File: config.mk
export PLATFORM = sky130hd
export DESIGN_NAME = io_port_bank
export DESIGN_NICKNAME = d
export VERILOG_FILES = /design/src/rtl/io_port_pkg.sv /design/src/rtl/io_in_channel.sv /design/src/rtl/io_port_bank.sv
export SDC_FILE = /design/constraint.sdc
export NUM_CORES = 1
export LEC_CHECK = 0
export CELL_PAD_IN_SITES_DETAIL_PLACEMENT = 1
export CELL_PAD_IN_SITES_GLOBAL_PLACEMENT = 2
export CORE_MARGIN = 3
export CORE_UTILIZATION = 31
export CTS_CLUSTER_DIAMETER = 50
export CTS_CLUSTER_SIZE = 28
export DETAILED_ROUTE_END_ITERATION = 8
export PLACE_DENSITY_LB_ADDON = 0.1
export SKIP_CTS_REPAIR_TIMING = 1
export SYNTH_ARGS = -nofsm -noshare
export SYNTH_HDL_FRONTEND = slang
export SYNTH_HIERARCHICAL = 1
export SYNTH_SLANG_ARGS = --single-unit
File: constraint.sdc
create_clock -name clock -period 1.87 [get_ports clock]
set_clock_uncertainty 0.1 [all_clocks]
set_input_delay 0.374 -clock clock [delete_from_list [all_inputs] [get_ports clock]]
set_output_delay 0.374 -clock clock [all_outputs]
set_load 0.05 [all_outputs]
File: src/rtl/io_port_pkg.sv
// Shared types and default parameter values for the IO port bank.
package io_port_pkg;

    localparam int unsigned DEFAULT_DATA_W      = 32;
    localparam int unsigned DEFAULT_N_IN        = 2;
    localparam int unsigned DEFAULT_N_OUT       = 2;
    localparam int unsigned DEFAULT_SYNC_STAGES = 2;
    localparam int unsigned DEFAULT_KEEP_OLDEST = 0;

    // Input channel occupancy.
    typedef enum logic [1:0] {
        StEmpty   = 2'd0,
        StFull    = 2'd1,
        StOverrun = 2'd2
    } ch_state_e;

endpackage

File: src/rtl/io_in_channel.sv
// One input-port channel: strobe synchroniser, rising-edge capture, occupancy FSM and
// holding register.
module io_in_channel
    import io_port_pkg::*;
#(
    parameter int unsigned DATA_W      = DEFAULT_DATA_W,
    parameter int unsigned SYNC_STAGES = DEFAULT_SYNC_STAGES,
    parameter bit          KEEP_OLDEST = 1'b0
) (
    input  logic              clock,
    input  logic              clr,
    input  logic [DATA_W-1:0] data_i,
    input  logic              strobe_i,
    input  logic              rd_hit_i,
    output logic [DATA_W-1:0] hold_o,
    output logic              ready_o,
    output logic              ovf_o
);

    logic [SYNC_STAGES-1:0] sync_q, sync_d;
    // Marks synchroniser stages that hold a real sample rather than a reset value.
    logic [SYNC_STAGES-1:0] vld_q, vld_d;
    // Set once the synchronised strobe has been observed low; a capture needs it.
    logic                   armed_q, armed_d;
    logic                   capture;
    ch_state_e              state_q, state_d;
    logic [DATA_W-1:0]      hold_q, hold_d;
    logic                   ovf_q, ovf_d;

    logic sync_level;
    logic sync_valid;

    assign sync_level = sync_q[SYNC_STAGES-1];
    assign sync_valid = vld_q[SYNC_STAGES-1];

    // Synchroniser shift, arming and capture detection.
    always_comb begin
        sync_d  = {sync_q[SYNC_STAGES-2:0], strobe_i};
        vld_d   = {vld_q[SYNC_STAGES-2:0], 1'b1};
        capture = sync_level & armed_q;
        armed_d = armed_q;
        if (sync_valid && !sync_level) begin
            armed_d = 1'b1;
        end else if (capture) begin
            armed_d = 1'b0;
        end
    end

    // Occupancy FSM next state and holding register load policy.
    always_comb begin
        state_d = state_q;
        hold_d  = hold_q;
        ovf_d   = ovf_q;
        case (state_q)
            StEmpty: begin
                if (capture) begin
                    state_d = StFull;
                    hold_d  = data_i;
                end
            end
            StFull, StOverrun: begin
                if (capture && rd_hit_i) begin
                    // Reader takes the old word; the new one always lands.
                    state_d = StFull;
                    hold_d  = data_i;
                end else if (capture) begin
                    state_d = StOverrun;
                    ovf_d   = 1'b1;
                    if (!KEEP_OLDEST) begin
                        hold_d = data_i;
                    end
                end else if (rd_hit_i) begin
                    state_d = StEmpty;
                end
            end
            default: begin
                state_d = StEmpty;
            end
        endcase
    end

    // Channel state registers.
    always_ff @(posedge clock or negedge clr) begin
        if (!clr) begin
            sync_q  <= '0;
            vld_q   <= '0;
            armed_q <= 1'b0;
            state_q <= StEmpty;
            hold_q  <= '0;
            ovf_q   <= 1'b0;
        end else begin
            sync_q  <= sync_d;
            vld_q   <= vld_d;
            armed_q <= armed_d;
            state_q <= state_d;
            hold_q  <= hold_d;
            ovf_q   <= ovf_d;
        end
    end

    assign hold_o  = hold_q;
    assign ready_o = (state_q != StEmpty);
    assign ovf_o   = ovf_q;

endmodule

File: src/rtl/io_port_bank.sv
// Bank of strobed input ports and acknowledged output ports sharing one datapath bus.
module io_port_bank
    import io_port_pkg::*;
#(
    parameter int unsigned DATA_W      = DEFAULT_DATA_W,
    parameter int unsigned N_IN        = DEFAULT_N_IN,
    parameter int unsigned N_OUT       = DEFAULT_N_OUT,
    parameter int unsigned SYNC_STAGES = DEFAULT_SYNC_STAGES,
    parameter int unsigned KEEP_OLDEST = DEFAULT_KEEP_OLDEST,
    parameter int unsigned IN_SEL_W    = (N_IN > 1) ? $clog2(N_IN) : 1,
    parameter int unsigned OUT_SEL_W   = (N_OUT > 1) ? $clog2(N_OUT) : 1
) (
    input  logic                    clock,
    input  logic                    clr,
    input  logic [N_IN*DATA_W-1:0]  in_data,
    input  logic [N_IN-1:0]         strobe_in,
    input  logic                    rd_en,
    input  logic [IN_SEL_W-1:0]     rd_sel,
    output logic [DATA_W-1:0]       bus_out,
    output logic [N_IN-1:0]         in_ready,
    output logic [N_IN-1:0]         in_ovf,
    input  logic                    wr_en,
    input  logic [OUT_SEL_W-1:0]    wr_sel,
    input  logic [DATA_W-1:0]       bus_in,
    output logic [N_OUT*DATA_W-1:0] out_data,
    output logic [N_OUT-1:0]        out_valid,
    input  logic [N_OUT-1:0]        out_ack
);

    logic [DATA_W-1:0] hold_w [N_IN];
    logic [N_IN-1:0]   rd_hit;

    for (genvar i = 0; i < N_IN; i++) begin : g_in
        assign rd_hit[i] = rd_en && (rd_sel == IN_SEL_W'(i));

        io_in_channel #(
            .DATA_W      (DATA_W),
            .SYNC_STAGES (SYNC_STAGES),
            .KEEP_OLDEST (KEEP_OLDEST != 0)
        ) u_ch (
            .clock    (clock),
            .clr      (clr),
            .data_i   (in_data[i*DATA_W +: DATA_W]),
            .strobe_i (strobe_in[i]),
            .rd_hit_i (rd_hit[i]),
            .hold_o   (hold_w[i]),
            .ready_o  (in_ready[i]),
            .ovf_o    (in_ovf[i])
        );
    end

    // Read mux; out-of-range selects match no channel and so drive zero.
    always_comb begin
        bus_out = '0;
        for (int i = 0; i < N_IN; i++) begin
            if (rd_hit[i]) begin
                bus_out = hold_w[i];
            end
        end
    end

    logic [DATA_W-1:0] out_data_q [N_OUT];
    logic [DATA_W-1:0] out_data_d [N_OUT];
    logic [N_OUT-1:0]  out_valid_q, out_valid_d;

    // Output channel update: a write beats a coincident acknowledge.
    always_comb begin
        out_valid_d = out_valid_q;
        for (int j = 0; j < N_OUT; j++) begin
            out_data_d[j] = out_data_q[j];
            if (wr_en && (wr_sel == OUT_SEL_W'(j))) begin
                out_data_d[j]  = bus_in;
                out_valid_d[j] = 1'b1;
            end else if (out_ack[j]) begin
                out_valid_d[j] = 1'b0;
            end
        end
    end

    // Output channel registers.
    always_ff @(posedge clock or negedge clr) begin
        if (!clr) begin
            out_valid_q <= '0;
            for (int j = 0; j < N_OUT; j++) begin
                out_data_q[j] <= '0;
            end
        end else begin
            out_valid_q <= out_valid_d;
            for (int j = 0; j < N_OUT; j++) begin
                out_data_q[j] <= out_data_d[j];
            end
        end
    end

    for (genvar j = 0; j < N_OUT; j++) begin : g_out
        assign out_data[j*DATA_W +: DATA_W] = out_data_q[j];
    end

    assign out_valid = out_valid_q;

endmodule
* After elaboration in Yosys (flattened, before gate mapping)
Index checks and enable logic that the tools add are counted.
Storage, ports and cells: flip-flop bits (word level) 146, input bits 106, output and inout port bits 102, word-level logic and storage cells 82
Cells by class: equal/unequal tests 8, multiplexer cells 26, bitwise gates (word level) 6, reductions and logical operators 26
Operators with widths (number):
- 2-to-1 mux 32 bit | 6
- one-hot mux 32 bit (2 select lines) | 2
- 2-to-1 mux 2 bit | 8
- nonzero test 2 bit | 8
- logical AND 1 bit | 8
- 2-to-1 mux 1 bit | 8
- != test 4 x 1 -> 1 bit (second input constant) | 2
- one-hot mux 2 bit (2 select lines) | 2
- AND reduction 3 bit | 2
- equality test 2 x 1 -> 1 bit (second input constant) | 2
- equality test 2 bit (second input constant) | 2
- zero test 2 bit | 2
- != test 2 x 1 -> 1 bit (second input constant) | 2
- NOT 1 bit | 4
- AND reduction 2 bit | 2
- OR reduction 2 bit | 2
- bitwise AND 1 bit | 2
- zero test 1 bit | 2

* Longest topological paths before layout
depth in word-level cells 6, depth in mapped cells 6, mapped depth without buffers 4

* Cells and area by module
Netlist, hierarchy kept.
Modules (own cells, without submodules):
- io_in_channel | instances 2, cells each 96, area each 1646.6 µm², seq. area each 1001.0 µm²
- io_port_bank | instances 1, cells each 216, area each 3198.1 µm², seq. area each 1651.6 µm²

* Worst setup path before layout
Ideal clock, no wire load.
path kind input to output, start in rd_sel, end out bus_out[10], data arrival time 1.542 ns, data required time 1.396 ns, path slack -0.146 ns, stages 4, path buffers 2, cell sequence buf_2 buf_4 mux2i_1 nor2b_1
Between the ends: cells in the longest elaborated chain, start to end 4, elaborated cells between the ends (all ways) 5, classes of those cells mux (2); bitwise (1); reduce/logical (2)
RTL lines:
- start, declared | line io_port_bank.sv:18 | input logic [IN_SEL_W-1:0] rd_sel,
- NOT 1 bit | line io_port_bank.sv:34 | assign rd_hit[i] = rd_en && (rd_sel == IN_SEL_W'(i));
- logical AND 1 bit | line io_port_bank.sv:34
- 2-to-1 mux 32 bit | line io_port_bank.sv:56 | if (rd_hit[i]) begin
- 2-to-1 mux 32 bit * | line io_port_bank.sv:56
- end, declared | line io_port_bank.sv:19 | output logic [DATA_W-1:0] bus_out,
Every way passes the cells marked *; elsewhere a longest branch is shown, timed or not.

* Final worst setup path
start in rd_sel, end out bus_out[31]
Same word-level chain as after synthesis.

==> flow_summary.ini <==
[clock_tree]
cts.clk_slew.worst_paths_ns = 0.06
cts_tree = yes
cts_buffers = 17
htree_levels = 4
clock-root-buffer = clkbuf_16
insertion_delay_ns = 0.42
clockBufferDepth = 2
clock-sinks = 146

[floorplanning]
rows = 52
die_w_um = 151
die_h_um = 151
ios = 208
dieArea_mm2 = 0.0227
start_util_pct = 31.8
core_area_mm2 = 0.0204

[sta]
finalWorstSetupSlack_ns = 0.0449
setup_tns_ns = 0
drv_slew = 0
min_period_ns = 1.83
timing.fmax_mhz = 548
hold_viol = 0
worstMarginPinSlew_ns = 0.576
min_period_over_period_pct = 97.6
final-setup-viol-count = 0
slew_headroom_pct = 61.6

[power_and_ir_drop]
leakagePower_uw = 0.00449
power_density_mw_per_mm2 = 1210
fin_total_pwr_uw = 11900
vdd_drop_max_mv = 0.633

[drt]
drt_iter0_drc = 102
firstDrtPassIters = 4
ant_nets = 0
wl_mm = 17.0
vias_per_cell = 4.45
drc = 0
wl_per_cell_um = 18.4
num_vias = 4093

[synthesis]
ys_warn_count = 6
ys_ff_latch = 146
syn_inst = 408
async_reset_ff_share_pct = 100
synth_edf_count = 0
yosysMostFrequentCell = dfrtp_1
synth_area_mm2 = 0.00649
yosysSeqAreaShare_pct = 56.3
synth_nets = 518
synth.area.top_cells = dfrtp_1 56%, mux2_4 19%, mux2_2 7.8%, mux2i_1 4.9%, nor2b_1 3.2%
ys_types = 28
synthTopCellsByCount = 146 x dfrtp_1, 83 x mux2_4, 45 x mux2_2
synth_top_area_share_pct = 56.3
synth.avg_cell_area_um2 = 15.9
synth_ff_type = dfrtp_1
yosysTopAreaCell = dfrtp_1

[worst_setup_path]
crit_family = buffers and inverters
critPathMaxStageDelay_ns = 0.33
critPathBufInv = 3
crit_path_start_kind = input port
worstSetupPathDepth = 5
path_max_fanout = 10
path_cells = buf_2 > buf_6 > mux2i_1 > nor2b_4 > buf_12
cpMaxStageDelayCell = mux2i_1
arrival_ns = 1.35
worstRegToRegCells = 4
critPathCaptureType = output port
cp.required_ns = 1.40
critical_path_class = input port to output port

[global_route]
grt_pass1_vias = 4666
antenna_found_initial = 2
grt_max_degree = 56
grt_remaining_overflow = 0
track_usage_pct = 15.2
grt_pass1_wl_mm = 26.2

[layout]
fin_nets = 747
final_area_mm2 = 0.00989
n_antenna_cell = 0
layout-drive-gt1-share_pct = 51.2
syn2layout_area_growth_pct = 52.4

[placement]
gp_congestion = 0.737
detailedPlace.worstSlack_ns = -0.134
portBuffers = 207
postPlaceCellArea_mm2 = 0.00917
dp_hpwl_mm = 12.1

[status]
outcome = finished, final reports clean

[flow_run]
drv_cap = 0

[min_path]
whs_path_depth = 0
hp-class = flop to flop
==> cell type report <==
cell class                      count  area, um2
Clock buffer                       18        439
Inverter                            8       30.0
Timing Repair Buffer              232       2590
Tap cell                          270        338
Fill cell                        2057      10500
Multi-Input combinational cell    232       2690
Sequential cell                   146       3650
Clock inverter                     14        155
==> per-stage QoR <==
step / utilization [%] / hold slack, ns / cells
finish: 48.4 / 0.246 / 920
global placement: 44.9 / 0.232 / 884
detailed placement: 44.9 / 0.236 / 884
CTS: 47.8 / -0.156 / 916
floorplan: - / -0.0216 / 408
global route: 48.4 / 0.259 / 920
==> registers in the layout (all words and copies together), names as in the netlist <==
register           cells
g_in.u_ch/state_q      4
out_data              64
g_in.u_ch/sync_q       4
g_in.u_ch/vld_q        4
g_in.u_ch/ovf_o        2
g_in.u_ch/armed_q      2
g_in.u_ch/hold_o      64
out_valid              2
==> path summary, 6_finish.rpt <==
check | from | to | slack (ns)
worst min register to register | g_in[1].u_ch/vld_q[0] | g_in[1].u_ch/vld_q[1] | 0.25
worst max-delay path | rd_sel | bus_out[31] | 0.04
min in group asynchronous | clr | g_in[0].u_ch/hold_o[27] | 0.41
max in group asynchronous | clr | out_data[61] | 0.66
worst max register to register | g_in[1].u_ch/state_q[0] | g_in[1].u_ch/hold_o[14] | 0.13
worst min-delay path | g_in[1].u_ch/vld_q[0] | g_in[1].u_ch/vld_q[1] | 0.25
==> where the power goes <==
part / switching (uW) / leakage, uW / internal [uW]
clock network: 1390 / 0.000293 / 2020
logic: 2270 / 0.00247 / 2060
registers: 380 / 0.00172 / 3790
==> cell families after synthesis <==
logic type                 share of synthesized area (%)
adders and majority gates                          0.771
other                                              0.116
DFF                                                 56.3
and+or+nand+nor                                     4.82
muxes                                               31.9
AOI/OAI and AO/OA                                   1.35
buffers and inverters                               4.72
==> per-layer routing <==
layer / routed length, um / share of wire [%] / vias to the layer above / track usage [%]
met2: 8030 / 47 / 145 / 24.0
li1: - / - / 1858 / -
met5: 26 / 0.15 / - / 0
met4: 228 / 1.3 / 4 / 5.03
met3: 1460 / 8.6 / 21 / 5.96
met1: 7230 / 43 / 2065 / 19.0
==> placed cells by master, fill, tap and decap left out, types with 5 or more instances in the layout <==
cell             instances
dfrtp_1                146
clkdlybuf4s50_1        102
mux2_4                  83
buf_4                   77
buf_12                  46
mux2_2                  45
mux2i_1                 27
nor2b_2                 22
clkbuf_16               17
nor2b_4                 11
inv_1                    6
mux2i_2                  5
o21ai_0                  5
(Power assumes the default switching activity.)
